### src/rtl/branch_predict_unit_if.sv
// Fetch-lookup and EX-resolution signal bundle for branch_predict_unit.
// The master side is the pipeline (drives PCs and resolved outcomes);
// the slave side is the predictor (returns predictions, redirect and stats).
interface branch_predict_unit_if #(
  parameter int PC_W = 9
);
  // Fetch-stage lookup
  logic [PC_W-1:0] if_pc;
  logic            pred_taken;
  logic [31:0]     pred_target;

  // EX-stage resolution
  logic            ex_valid;
  logic [PC_W-1:0] ex_pc;
  logic            ex_is_jump;
  logic            ex_taken;
  logic [31:0]     ex_target;
  logic            ex_pred_taken;
  logic [31:0]     ex_pred_target;
  logic            flush;

  // Outcome and statistics
  logic            mispredict;
  logic [31:0]     redirect_pc;
  logic [31:0]     stat_branches;
  logic [31:0]     stat_mispredicts;

  modport master (
    output if_pc,
    output ex_valid,
    output ex_pc,
    output ex_is_jump,
    output ex_taken,
    output ex_target,
    output ex_pred_taken,
    output ex_pred_target,
    output flush,
    input  pred_taken,
    input  pred_target,
    input  mispredict,
    input  redirect_pc,
    input  stat_branches,
    input  stat_mispredicts
  );

  modport slave (
    input  if_pc,
    input  ex_valid,
    input  ex_pc,
    input  ex_is_jump,
    input  ex_taken,
    input  ex_target,
    input  ex_pred_taken,
    input  ex_pred_target,
    input  flush,
    output pred_taken,
    output pred_target,
    output mispredict,
    output redirect_pc,
    output stat_branches,
    output stat_mispredicts
  );
endinterface

### src/rtl/branch_predict_unit.sv
// Direct-mapped branch target buffer with per-entry saturating counters.
// Fetch lookup is purely combinational against the registered table, so a
// same-cycle update to the looked-up index is only seen on the next cycle.
// EX resolution trains the table and raises mispredict / redirect_pc.
module branch_predict_unit #(
  parameter int PC_W    = 9,
  parameter int ENTRIES = 16,
  parameter int CTR_W   = 2
) (
  input logic                 clk,
  input logic                 reset,
  branch_predict_unit_if.slave bus
);

  localparam int IDX_W = $clog2(ENTRIES);
  localparam int TAG_W = PC_W - IDX_W - 2;

  localparam logic [CTR_W-1:0] CTR_MAX  = '1;
  localparam logic [CTR_W-1:0] CTR_ZERO = '0;
  localparam logic [CTR_W-1:0] CTR_ONE  = CTR_W'(1);
  localparam logic [CTR_W-1:0] CTR_WEAK = CTR_ONE << (CTR_W - 1);
  localparam logic [31:0]      STAT_MAX = '1;

  // Parameter sanity: the tag must keep at least one bit, the table must be
  // a power of two, and the counter width must stay in its supported range.
  if (IDX_W + 2 >= PC_W) begin : g_bad_pc_w
    $error("branch_predict_unit: PC_W too small for ENTRIES (no tag bits left)");
  end
  if (ENTRIES < 2 || (ENTRIES & (ENTRIES - 1)) != 0) begin : g_bad_entries
    $error("branch_predict_unit: ENTRIES must be a power of two >= 2");
  end
  if (CTR_W < 1 || CTR_W > 4) begin : g_bad_ctr_w
    $error("branch_predict_unit: CTR_W must be in 1..4");
  end

  // Table storage
  logic             entry_valid  [ENTRIES];
  logic [TAG_W-1:0] entry_tag    [ENTRIES];
  logic [31:0]      entry_target [ENTRIES];
  logic [CTR_W-1:0] entry_ctr    [ENTRIES];

  logic [31:0] stat_branches_q;
  logic [31:0] stat_mispredicts_q;

  // Fetch lookup
  logic [IDX_W-1:0] look_idx;
  logic [TAG_W-1:0] look_tag;
  logic             look_hit;

  assign look_idx = bus.if_pc[IDX_W+1:2];
  assign look_tag = bus.if_pc[PC_W-1:IDX_W+2];
  assign look_hit = entry_valid[look_idx] && (entry_tag[look_idx] == look_tag);

  assign bus.pred_taken  = look_hit && entry_ctr[look_idx][CTR_W-1];
  assign bus.pred_target = bus.pred_taken ? entry_target[look_idx]
                                          : 32'(bus.if_pc) + 32'd4;

  // EX resolution
  logic [IDX_W-1:0] upd_idx;
  logic [TAG_W-1:0] upd_tag;
  logic             upd_hit;
  logic [CTR_W-1:0] ctr_next;
  logic [CTR_W-1:0] ctr_alloc;

  assign upd_idx = bus.ex_pc[IDX_W+1:2];
  assign upd_tag = bus.ex_pc[PC_W-1:IDX_W+2];
  assign upd_hit = entry_valid[upd_idx] && (entry_tag[upd_idx] == upd_tag);

  assign bus.mispredict = bus.ex_valid &&
                          ((bus.ex_taken != bus.ex_pred_taken) ||
                           (bus.ex_taken && (bus.ex_target != bus.ex_pred_target)));

  assign bus.redirect_pc = bus.ex_taken ? bus.ex_target
                                        : 32'(bus.ex_pc) + 32'd4;

  // Freshly allocated jumps start strongly taken, branches weakly taken.
  assign ctr_alloc = bus.ex_is_jump ? CTR_MAX : CTR_WEAK;

  // Low PC bits select a byte within an instruction word and never reach the table.
  logic unused_pc_bits;
  assign unused_pc_bits = ^{bus.if_pc[1:0], bus.ex_pc[1:0]};

  // Next counter value for a hit: jumps pin to all-ones, branches saturate up/down.
  always_comb begin
    ctr_next = entry_ctr[upd_idx];
    if (bus.ex_is_jump) begin
      ctr_next = CTR_MAX;
    end else if (bus.ex_taken) begin
      if (entry_ctr[upd_idx] != CTR_MAX) begin
        ctr_next = entry_ctr[upd_idx] + CTR_ONE;
      end
    end else begin
      if (entry_ctr[upd_idx] != CTR_ZERO) begin
        ctr_next = entry_ctr[upd_idx] - CTR_ONE;
      end
    end
  end

  // Table training; flush drops every valid bit and overrides any update.
  always_ff @(posedge clk or posedge reset) begin
    if (reset) begin
      for (int i = 0; i < ENTRIES; i++) begin
        entry_valid[i]  <= 1'b0;
        entry_tag[i]    <= '0;
        entry_target[i] <= '0;
        entry_ctr[i]    <= '0;
      end
    end else if (bus.flush) begin
      for (int i = 0; i < ENTRIES; i++) begin
        entry_valid[i] <= 1'b0;
      end
    end else if (bus.ex_valid) begin
      if (upd_hit) begin
        entry_ctr[upd_idx] <= ctr_next;
        if (bus.ex_taken) begin
          entry_target[upd_idx] <= bus.ex_target;
        end
      end else if (bus.ex_taken) begin
        entry_valid[upd_idx]  <= 1'b1;
        entry_tag[upd_idx]    <= upd_tag;
        entry_target[upd_idx] <= bus.ex_target;
        entry_ctr[upd_idx]    <= ctr_alloc;
      end
    end
  end

  // Saturating performance counters; they keep counting through a flush.
  always_ff @(posedge clk or posedge reset) begin
    if (reset) begin
      stat_branches_q    <= '0;
      stat_mispredicts_q <= '0;
    end else begin
      if (bus.ex_valid && (stat_branches_q != STAT_MAX)) begin
        stat_branches_q <= stat_branches_q + 32'd1;
      end
      if (bus.mispredict && (stat_mispredicts_q != STAT_MAX)) begin
        stat_mispredicts_q <= stat_mispredicts_q + 32'd1;
      end
    end
  end

  assign bus.stat_branches    = stat_branches_q;
  assign bus.stat_mispredicts = stat_mispredicts_q;

endmodule

### src/flat_wrapper.sv
// flat-port wrapper written by rule: the top's interface ports become plain ports
module branch_predict_unit_flat 
#(
  parameter int PC_W    = 9,
  parameter int ENTRIES = 16,
  parameter int CTR_W   = 2
)
  (clk, reset, bus_if_pc, bus_ex_valid, bus_ex_pc, bus_ex_is_jump, bus_ex_taken, bus_ex_target, bus_ex_pred_taken, bus_ex_pred_target, bus_flush, bus_pred_taken, bus_pred_target, bus_mispredict, bus_redirect_pc, bus_stat_branches, bus_stat_mispredicts);
  branch_predict_unit_if #(.PC_W(PC_W)) bus_i ();
  input logic clk;
  input logic reset;
  input wire logic [$bits(bus_i.if_pc)-1:0] bus_if_pc;
  input wire logic [$bits(bus_i.ex_valid)-1:0] bus_ex_valid;
  input wire logic [$bits(bus_i.ex_pc)-1:0] bus_ex_pc;
  input wire logic [$bits(bus_i.ex_is_jump)-1:0] bus_ex_is_jump;
  input wire logic [$bits(bus_i.ex_taken)-1:0] bus_ex_taken;
  input wire logic [$bits(bus_i.ex_target)-1:0] bus_ex_target;
  input wire logic [$bits(bus_i.ex_pred_taken)-1:0] bus_ex_pred_taken;
  input wire logic [$bits(bus_i.ex_pred_target)-1:0] bus_ex_pred_target;
  input wire logic [$bits(bus_i.flush)-1:0] bus_flush;
  output wire logic [$bits(bus_i.pred_taken)-1:0] bus_pred_taken;
  output wire logic [$bits(bus_i.pred_target)-1:0] bus_pred_target;
  output wire logic [$bits(bus_i.mispredict)-1:0] bus_mispredict;
  output wire logic [$bits(bus_i.redirect_pc)-1:0] bus_redirect_pc;
  output wire logic [$bits(bus_i.stat_branches)-1:0] bus_stat_branches;
  output wire logic [$bits(bus_i.stat_mispredicts)-1:0] bus_stat_mispredicts;
  assign bus_i.if_pc = bus_if_pc;
  assign bus_i.ex_valid = bus_ex_valid;
  assign bus_i.ex_pc = bus_ex_pc;
  assign bus_i.ex_is_jump = bus_ex_is_jump;
  assign bus_i.ex_taken = bus_ex_taken;
  assign bus_i.ex_target = bus_ex_target;
  assign bus_i.ex_pred_taken = bus_ex_pred_taken;
  assign bus_i.ex_pred_target = bus_ex_pred_target;
  assign bus_i.flush = bus_flush;
  assign bus_pred_taken = bus_i.pred_taken;
  assign bus_pred_target = bus_i.pred_target;
  assign bus_mispredict = bus_i.mispredict;
  assign bus_redirect_pc = bus_i.redirect_pc;
  assign bus_stat_branches = bus_i.stat_branches;
  assign bus_stat_mispredicts = bus_i.stat_mispredicts;
  branch_predict_unit #(.PC_W(PC_W), .ENTRIES(ENTRIES), .CTR_W(CTR_W)) u_core (.clk(clk), .reset(reset), .bus(bus_i));
endmodule
### config.mk
export PLATFORM = sky130hd
export DESIGN_NAME = branch_predict_unit_flat
export DESIGN_NICKNAME = d
export VERILOG_FILES = /design/src/rtl/branch_predict_unit_if.sv /design/src/rtl/branch_predict_unit.sv /design/src/flat_wrapper.sv
export SDC_FILE = /design/constraint.sdc
export NUM_CORES = 2
export LEC_CHECK = 0
export BUFFER_PORTS_ARGS = -buffer_cell sky130_fd_sc_hd__buf_4
export CAP_MARGIN = 30
export CORE_MARGIN = 2
export CORE_UTILIZATION = 61
export CTS_CLUSTER_DIAMETER = 30
export DETAILED_ROUTE_END_ITERATION = 6
export PLACE_DENSITY = 0.8
export SETUP_SLACK_MARGIN = 0.4
export SLEW_MARGIN = 20
export SYNTH_ARGS = -nofsm -noshare
export SYNTH_HDL_FRONTEND = slang
export SYNTH_SLANG_ARGS = --single-unit
export TNS_END_PERCENT = 20
### constraint.sdc
create_clock -name clk -period 31.1 [get_ports clk]
set_clock_uncertainty 0.1 [all_clocks]
set_input_delay 9.33 -clock clk [delete_from_list [all_inputs] [get_ports clk]]
set_output_delay 9.33 -clock clk [all_outputs]
set_load 0.03 [all_outputs]
# ---- Word level (Yosys, flattened, before mapping)
# Index checks and enable logic that the tools add are counted.
dict set report word_totals {
  ff_bits 672
  latch_bits 0
  word_cells 151
  ram_bits 0
  rom_bits 0
  input_bits 89
  out_inout_bits 130
  mem_count 0
}
dict set report classes {
  n_mux 46
  eq_ne 8
  mul 0
  order_cmp 3
  div_mod_pow 0
  shift 0
  bitwise_logic 5
  addsub 6
  n_reduce_logical 17
}
# op n
set ops {}
lappend ops {{$bwmux W512} 1}
lappend ops {{$mux W32} 7}
lappend ops {{$bmux W32 S4} 1}
lappend ops {{$demux W32 S4} 1}
lappend ops {{$add A32 B1 Y32 const B} 2}
lappend ops {{$bwmux W32} 2}
lappend ops {{$mux W16} 4}
lappend ops {{$ne A32 B32 Y1 const B} 2}
lappend ops {{$bwmux W48} 1}
lappend ops {{$ne A32 B32 Y1} 1}
lappend ops {{$bmux W3 S4} 2}
lappend ops {{$add A9 B3 Y10 const B} 2}
lappend ops {{$mux W2} 9}
lappend ops {{$bmux W2 S4} 2}
lappend ops {{$or A16 B16 Y16} 1}
lappend ops {{$mux W3} 5}
lappend ops {{$demux W3 S4} 1}
lappend ops {{$ge A5 B5 Y1 const B} 2}
lappend ops {{$not A4 Y5} 2}
lappend ops {{$reduce_and A3 Y1} 3}
lappend ops {{$bmux W1 S4} 2}
lappend ops {{$demux W2 S4} 1}
lappend ops {{$logic_and A1 B1 Y1} 8}
lappend ops {{$reduce_bool A2 Y1} 4}
lappend ops {{other kinds (11)} 19}

# ---- Logic depth before layout (Yosys ltp)
dict set report depth {
  ltp_word 10
  ltp_mapped 11
  depth_no_buf 7
}

# ---- Worst setup path after synthesis
# OpenSTA, ideal clock, no wires.
dict set report synth_path {
  path_type {input to output}
  start {in bus_if_pc[2]}
  end {out bus_pred_target[2]}
  arrival_time_ns 12.154
  path_slack_ns 9.516
  cell_stages 8
  required_time_ns 21.670
  path_buffers 3
  path_cell_list {clkbuf_1 -> buf_2 -> mux4_2 -> mux4_2 -> xnor2_1 -> nand4_1 -> clkbuf_1 -> mux2i_1}
}
dict set report synth_via {
  elab_chain_len 8
  word_cells_on_any_way 18
  classes_between {add/sub (1); eq/ne (1); mux (13); bitwise (1); reduce/logical (2)}
}
# item line_no
set synth_lines {}
lappend synth_lines {{start, declared} flat_wrapper.sv:12} ;# input wire logic [$bits(bus_i.if_pc)-1:0] bus_if_pc;
lappend synth_lines {{$not A4 Y5 (implied by the code)} {branch_predict_unit.sv:52, branch_predict_unit.sv:54, branch_predict_unit.sv:55}}
lappend synth_lines {{$bmux W3 S4} branch_predict_unit.sv:52} ;# assign look_hit = entry_valid[look_idx] && (entry_tag[look_idx] == look_tag);
lappend synth_lines {{$mux W3 (implied by the code) (2 in series)} branch_predict_unit.sv:52}
lappend synth_lines {{$eq A3 B3 Y1} branch_predict_unit.sv:52}
lappend synth_lines {{$logic_and A1 B1 Y1} branch_predict_unit.sv:52}
lappend synth_lines {{$logic_and A1 B1 Y1} branch_predict_unit.sv:54} ;# assign bus.pred_taken = look_hit && entry_ctr[look_idx][CTR_W-1];
lappend synth_lines {{$mux W32 (*)} branch_predict_unit.sv:55} ;# assign bus.pred_target = bus.pred_taken ? entry_target[look_idx]
lappend synth_lines {{end, declared} flat_wrapper.sv:22} ;# output wire logic [$bits(bus_i.pred_target)-1:0] bus_pred_target;
# Every way passes the cells marked *; elsewhere a longest branch is shown, timed or not. The select of a mux whose other input is x is not followed.

# ---- Worst setup path in the final report
dict set report layout_path {
  start {in bus_if_pc[2]}
  end {out bus_pred_target[11]}
}
dict set report layout_via {
  elab_chain_len 8
  word_cells_on_any_way 17
  classes_between {eq/ne (1); mux (13); bitwise (1); reduce/logical (2)}
}
# item line_no
set layout_lines {}
lappend layout_lines {{$not A4 Y5 (implied by the code) (*)} {branch_predict_unit.sv:52, branch_predict_unit.sv:54, branch_predict_unit.sv:55}}
lappend layout_lines {{$bmux W3 S4} branch_predict_unit.sv:52}
lappend layout_lines {{$mux W3 (implied by the code) (2 in series)} branch_predict_unit.sv:52}
lappend layout_lines {{$eq A3 B3 Y1} branch_predict_unit.sv:52}
lappend layout_lines {{$logic_and A1 B1 Y1} branch_predict_unit.sv:52}
lappend layout_lines {{$logic_and A1 B1 Y1} branch_predict_unit.sv:54}
lappend layout_lines {{$mux W32 (*)} branch_predict_unit.sv:55}
# Marks and branches as above.

==> impl_summary.md <==
Drt
After detailed routing, the number of remaining DRC violations is 0. The total detailed-routing wirelength is 85940 um. For this block, the via count after detailed routing is 20580.

The initial DRC count is 1897. Dividing the detail-routed via count by the number of cells gives 6.465. Dividing the detail-routed wire length by the instance count gives 27.00 um. Before antenna repair, the detailed router went through 5 iterations.

The post-route antenna net violation count is 0.

CTS
The post-cts sizing count is 0. CTS built an H-tree with a depth of 4. The number of post-CTS setup repair buffers is 0. The number of sinks on the clock net is 672. Clock tree synthesis selected as its root buffer the cell sky130_fd_sc_hd__clkbuf_16.

The later-pin clock latency in the skew report is 710 ps. The post-CTS clock slew at the launch and capture registers of the worst setup and hold paths is 40 ps. The number of buffers inserted for hold repair after clock tree synthesis is 0.

The clock tree from TritonCTS is built. The total CTS buffers is 133. The clock passes through at most 3 buffers.

Cells and area
The filler cell count is 3032. Summing all flip-flop and latch instances after layout gives 16820 um2. Relative to the synthesized area, the layout overhead comes to 21.45%.

The area of the multi-input gates is 14520 um2. The fraction of layout cells with a size suffix above 1 is 52.41%. The utilization of the core after routing is 74.69%. The net count of the finished layout is 2482.

Run status
The run finished with clean final reports.

Logic synthesis
The number of nets in the synthesized netlist is 2284. The synthesized design contains 672 register bits. Summing every instance area after synthesis gives 32190 um2. The Yosys step of the flow raised 0 warnings. The number of standard cells after synthesis is 2188. The distinct cell type count after synthesis is 51. The average footprint of a synthesized cell is 14.71 um2. The number of flops mapped to enable cells by yosys is 0. Of all flip-flops after synthesis, the portion carrying an async set or reset was 100.0%. Among all flip-flop cells after synthesis, the most frequent one is sky130_fd_sc_hd__dfrtp_1. For this run, the register share of the synthesized area comes to 52.24%.

Placed design
At the end of routability-driven placement, the weighted congestion stood at 0.8532. The half-perimeter wire length after detailed placement is 49120 um. The quantity of I/O buffers inserted on ports is 218.

Worst setup path
The worst setup path is launched from a primary input. The kind of critical path is primary input to output pin. The maximum fanout count along the critical path is 56. The slowest stage of the critical path is the sky130_fd_sc_hd__buf_4 cell. The type of destination of the critical path is an output pin. The cell repeated most along the worst path is sky130_fd_sc_hd__buf_4.

The critical path goes through buf_8 -> buf_4 -> buf_4 -> buf_16 -> mux4_2 -> mux4_2 -> nor2b_1 -> buf_4. The maximum single-stage delay on the critical path is 770 ps. At the worst endpoint, the required time is 21670 ps. Data arrives at the worst endpoint at 12910 ps.

STA
The minimum clock period is 22340 ps. The measured slew at the worst slew-check pin is 1002 ps. Derived from the worst setup path, the maximum achievable clock frequency is 44.76 MHz. The max-slew headroom at the worst pin is 33.19%. The count of final setup violators is 0.

The worst hold slack across all endpoints is 391.5 ps. The number of pins exceeding their max-slew limit in the final report was 0. The final cycle utilization of the critical path is 71.84%. The setup TNS after final layout is 0 ps. Setup repair after global routing left no endpoint under its margin.

The hold violation total from the final report is 0.

Power and ir drop
VDD sags by at most 57.16 uV. Net switching is 24.54% of the power. Summed over all cells, the static leakage comes to 0.01841 uW. The clock share of power is 51.1%.

The internal portion of the total power is 2170 uW. The total power divided by cell area is 73.56 nW/um2. The register share of total power is 37.0%. The power share of the combinational group is 11.9%.

Summed over all nets, the switching power comes to 705.6 uW.

Global routing
The leftover overflow at the end of global routing is 0. Entering global routing, the biggest net connects 184 pins. The initial antenna violation count is 4. The global-route usage over all layers is 32.44%.

The wire length of the first global-routing pass is 131200 um. The number of global-route vias before repair came to 21840.

Min path
The type of the worst min-delay path is flop to flop.

Floorplan
The die is 233.7 um wide. In this run the vertical extent of the chip is 233.7 um. For this configuration, the core starts out at a cell density of 61.50%.

The die area is 54620 um2. The total number of placement rows is 84. The region available for standard cell placement spans 52340 um2. The boundary pin count is 219.

Flow run
The reported max-cap violation count is 0.
==> sequential cells by signal (all words and copies together) (netlist names) <==
name                         flops
u_core.bus.stat_branches        32
u_core.bus.stat_mispredicts     32
u_core.entry_ctr                32
u_core.entry_tag                48
u_core.entry_target            512
u_core.entry_valid              16
==> cell families after synthesis <==
family / after synthesis / share of synthesized area [%]
adders and majority gates: 8 / 0.3032
buffers and inverters: 224 / 2.795
AOI/OAI and AO/OA: 43 / 0.7813
and+or+nand+nor: 320 / 5.197
DFF: 672 / 52.24
muxes: 812 / 35.66
xor gates and xnor gates: 109 / 3.024
==> routing by layer <==
| layer | part of all wire (%) | track usage (%) |
|---|---|---|
| met3 | 8.4 | 8.447 |
| met4 | 3.1 | 13.21 |
| met2 | 49 | 50.55 |
| met5 | 0 | 0 |
| met1 | 40 | 43.95 |
==> layout make-up <==
| class | instances | area share, % |
|---|---|---|
| flip-flops and latches | 672 | 43.02 |
| clock inverters | 65 | 2.160 |
| inverters | 30 | 0.3073 |
| diodes | 3 | 0.01920 |
| clock buffers | 176 | 9.817 |
| well taps | 688 | 2.202 |
| repair buffers | 257 | 5.339 |
| multi-input cells | 1292 | 37.14 |
==> worst max-delay path, delay by kind of cell <==
family | cells | cell delay, ps
buffers and inverters | 5 | 2240
multiplexers | 2 | 1090
AND/OR/NAND/NOR | 1 | 160
==> cell usage in the layout, fill, tap and decap left out, drive strengths merged, types with 32 or more instances in the layout <==
cell type and instances:
nor2 45, xnor2 53, nand3 58, buf 257, xor2 56, nand2 76, mux2 608, and2 32
mux4 203, inv 41, dfrtp 672, clkbuf 176
==> worst paths after layout <==
check / start / to / slack [ps] / cells after the start
max: bus_if_pc[2] / bus_pred_target[11] / 8760 / 8
min: u_core.bus.stat_branches[11]$_DFFE_PP0P_ / u_core.bus.stat_branches[11]$_DFFE_PP0P_ / 390 / 1
max reg2reg: u_core.entry_tag[44]$_DFFE_PP0P_ / u_core.entry_ctr[0]$_DFFE_PP0P_ / 27760 / 7
min reg2reg: u_core.bus.stat_branches[11]$_DFFE_PP0P_ / u_core.bus.stat_branches[11]$_DFFE_PP0P_ / 390 / 1
max in group asynchronous: reset / u_core.bus.stat_mispredicts[25]$_DFFE_PP0P_ / 19380 / 6
min in group asynchronous: reset / u_core.entry_target[215]$_DFFE_PP0P_ / 8640 / 2
==> power by group through the flow <==
stage | registers (uW) | logic [uW] | clock network (uW)
CTS | 1060 | 343 | 1480
finish | 1060 | 343 | 1470
global route | 1070 | 367 | 1530
global placement | 1060 | 323 | 0
detailed placement | 1070 | 337 | 0
floorplan | 1060 | 240 | 0
==> synth_stat cells (2+ instances only) <==
cell type                    n  share of area, %
sky130_fd_sc_hd__a22oi_1     2             0.047
sky130_fd_sc_hd__and2_1     32              0.62
sky130_fd_sc_hd__and3_1     18              0.35
sky130_fd_sc_hd__and4_1     10              0.27
sky130_fd_sc_hd__buf_1      61              0.71
sky130_fd_sc_hd__buf_2      19              0.30
sky130_fd_sc_hd__buf_4       2             0.047
sky130_fd_sc_hd__buf_6       2             0.070
sky130_fd_sc_hd__clkbuf_1  108               1.3
sky130_fd_sc_hd__dfrtp_1   672                52
sky130_fd_sc_hd__ha_1        7              0.27
sky130_fd_sc_hd__inv_1      29              0.34
sky130_fd_sc_hd__mux2_2    605                21
sky130_fd_sc_hd__mux2_4      3              0.14
sky130_fd_sc_hd__mux4_1     10              0.82
sky130_fd_sc_hd__mux4_2    193                14
sky130_fd_sc_hd__nand2_1    76              0.89
sky130_fd_sc_hd__nand2b_1    4             0.078
sky130_fd_sc_hd__nand3_1    57              0.89
sky130_fd_sc_hd__nand3b_1    3             0.070
sky130_fd_sc_hd__nand4_1    16              0.31
sky130_fd_sc_hd__nor2_1     45              0.52
sky130_fd_sc_hd__nor2b_1    25              0.49
sky130_fd_sc_hd__nor3_1     13              0.20
sky130_fd_sc_hd__nor4_1     10              0.19
sky130_fd_sc_hd__nor4b_1     2             0.054
sky130_fd_sc_hd__o211ai_1    3             0.070
sky130_fd_sc_hd__o21ai_0    31              0.48
sky130_fd_sc_hd__or3_1       2             0.039
sky130_fd_sc_hd__xnor2_1    52               1.4
sky130_fd_sc_hd__xor2_1     56               1.5
==> per-stage QoR <==
step / total power, uW / worst slack (ps) / std cells / cell area (um2)
5_1_grt: 2967 / 8460 / 3181 / 39090
6_report: 2876 / 8759 / 3183 / 39090
3_3_place_gp: 1382 / 8460 / 2928 / 34190
3_5_place_dp: 1405 / 8706 / 2934 / 34300
4_1_cts: 2883 / 8667 / 3175 / 38980
2_1_floorplan: 1301 / 2834 / 2188 / 32190
No activity file was read; power rests on OpenSTA's default activity.
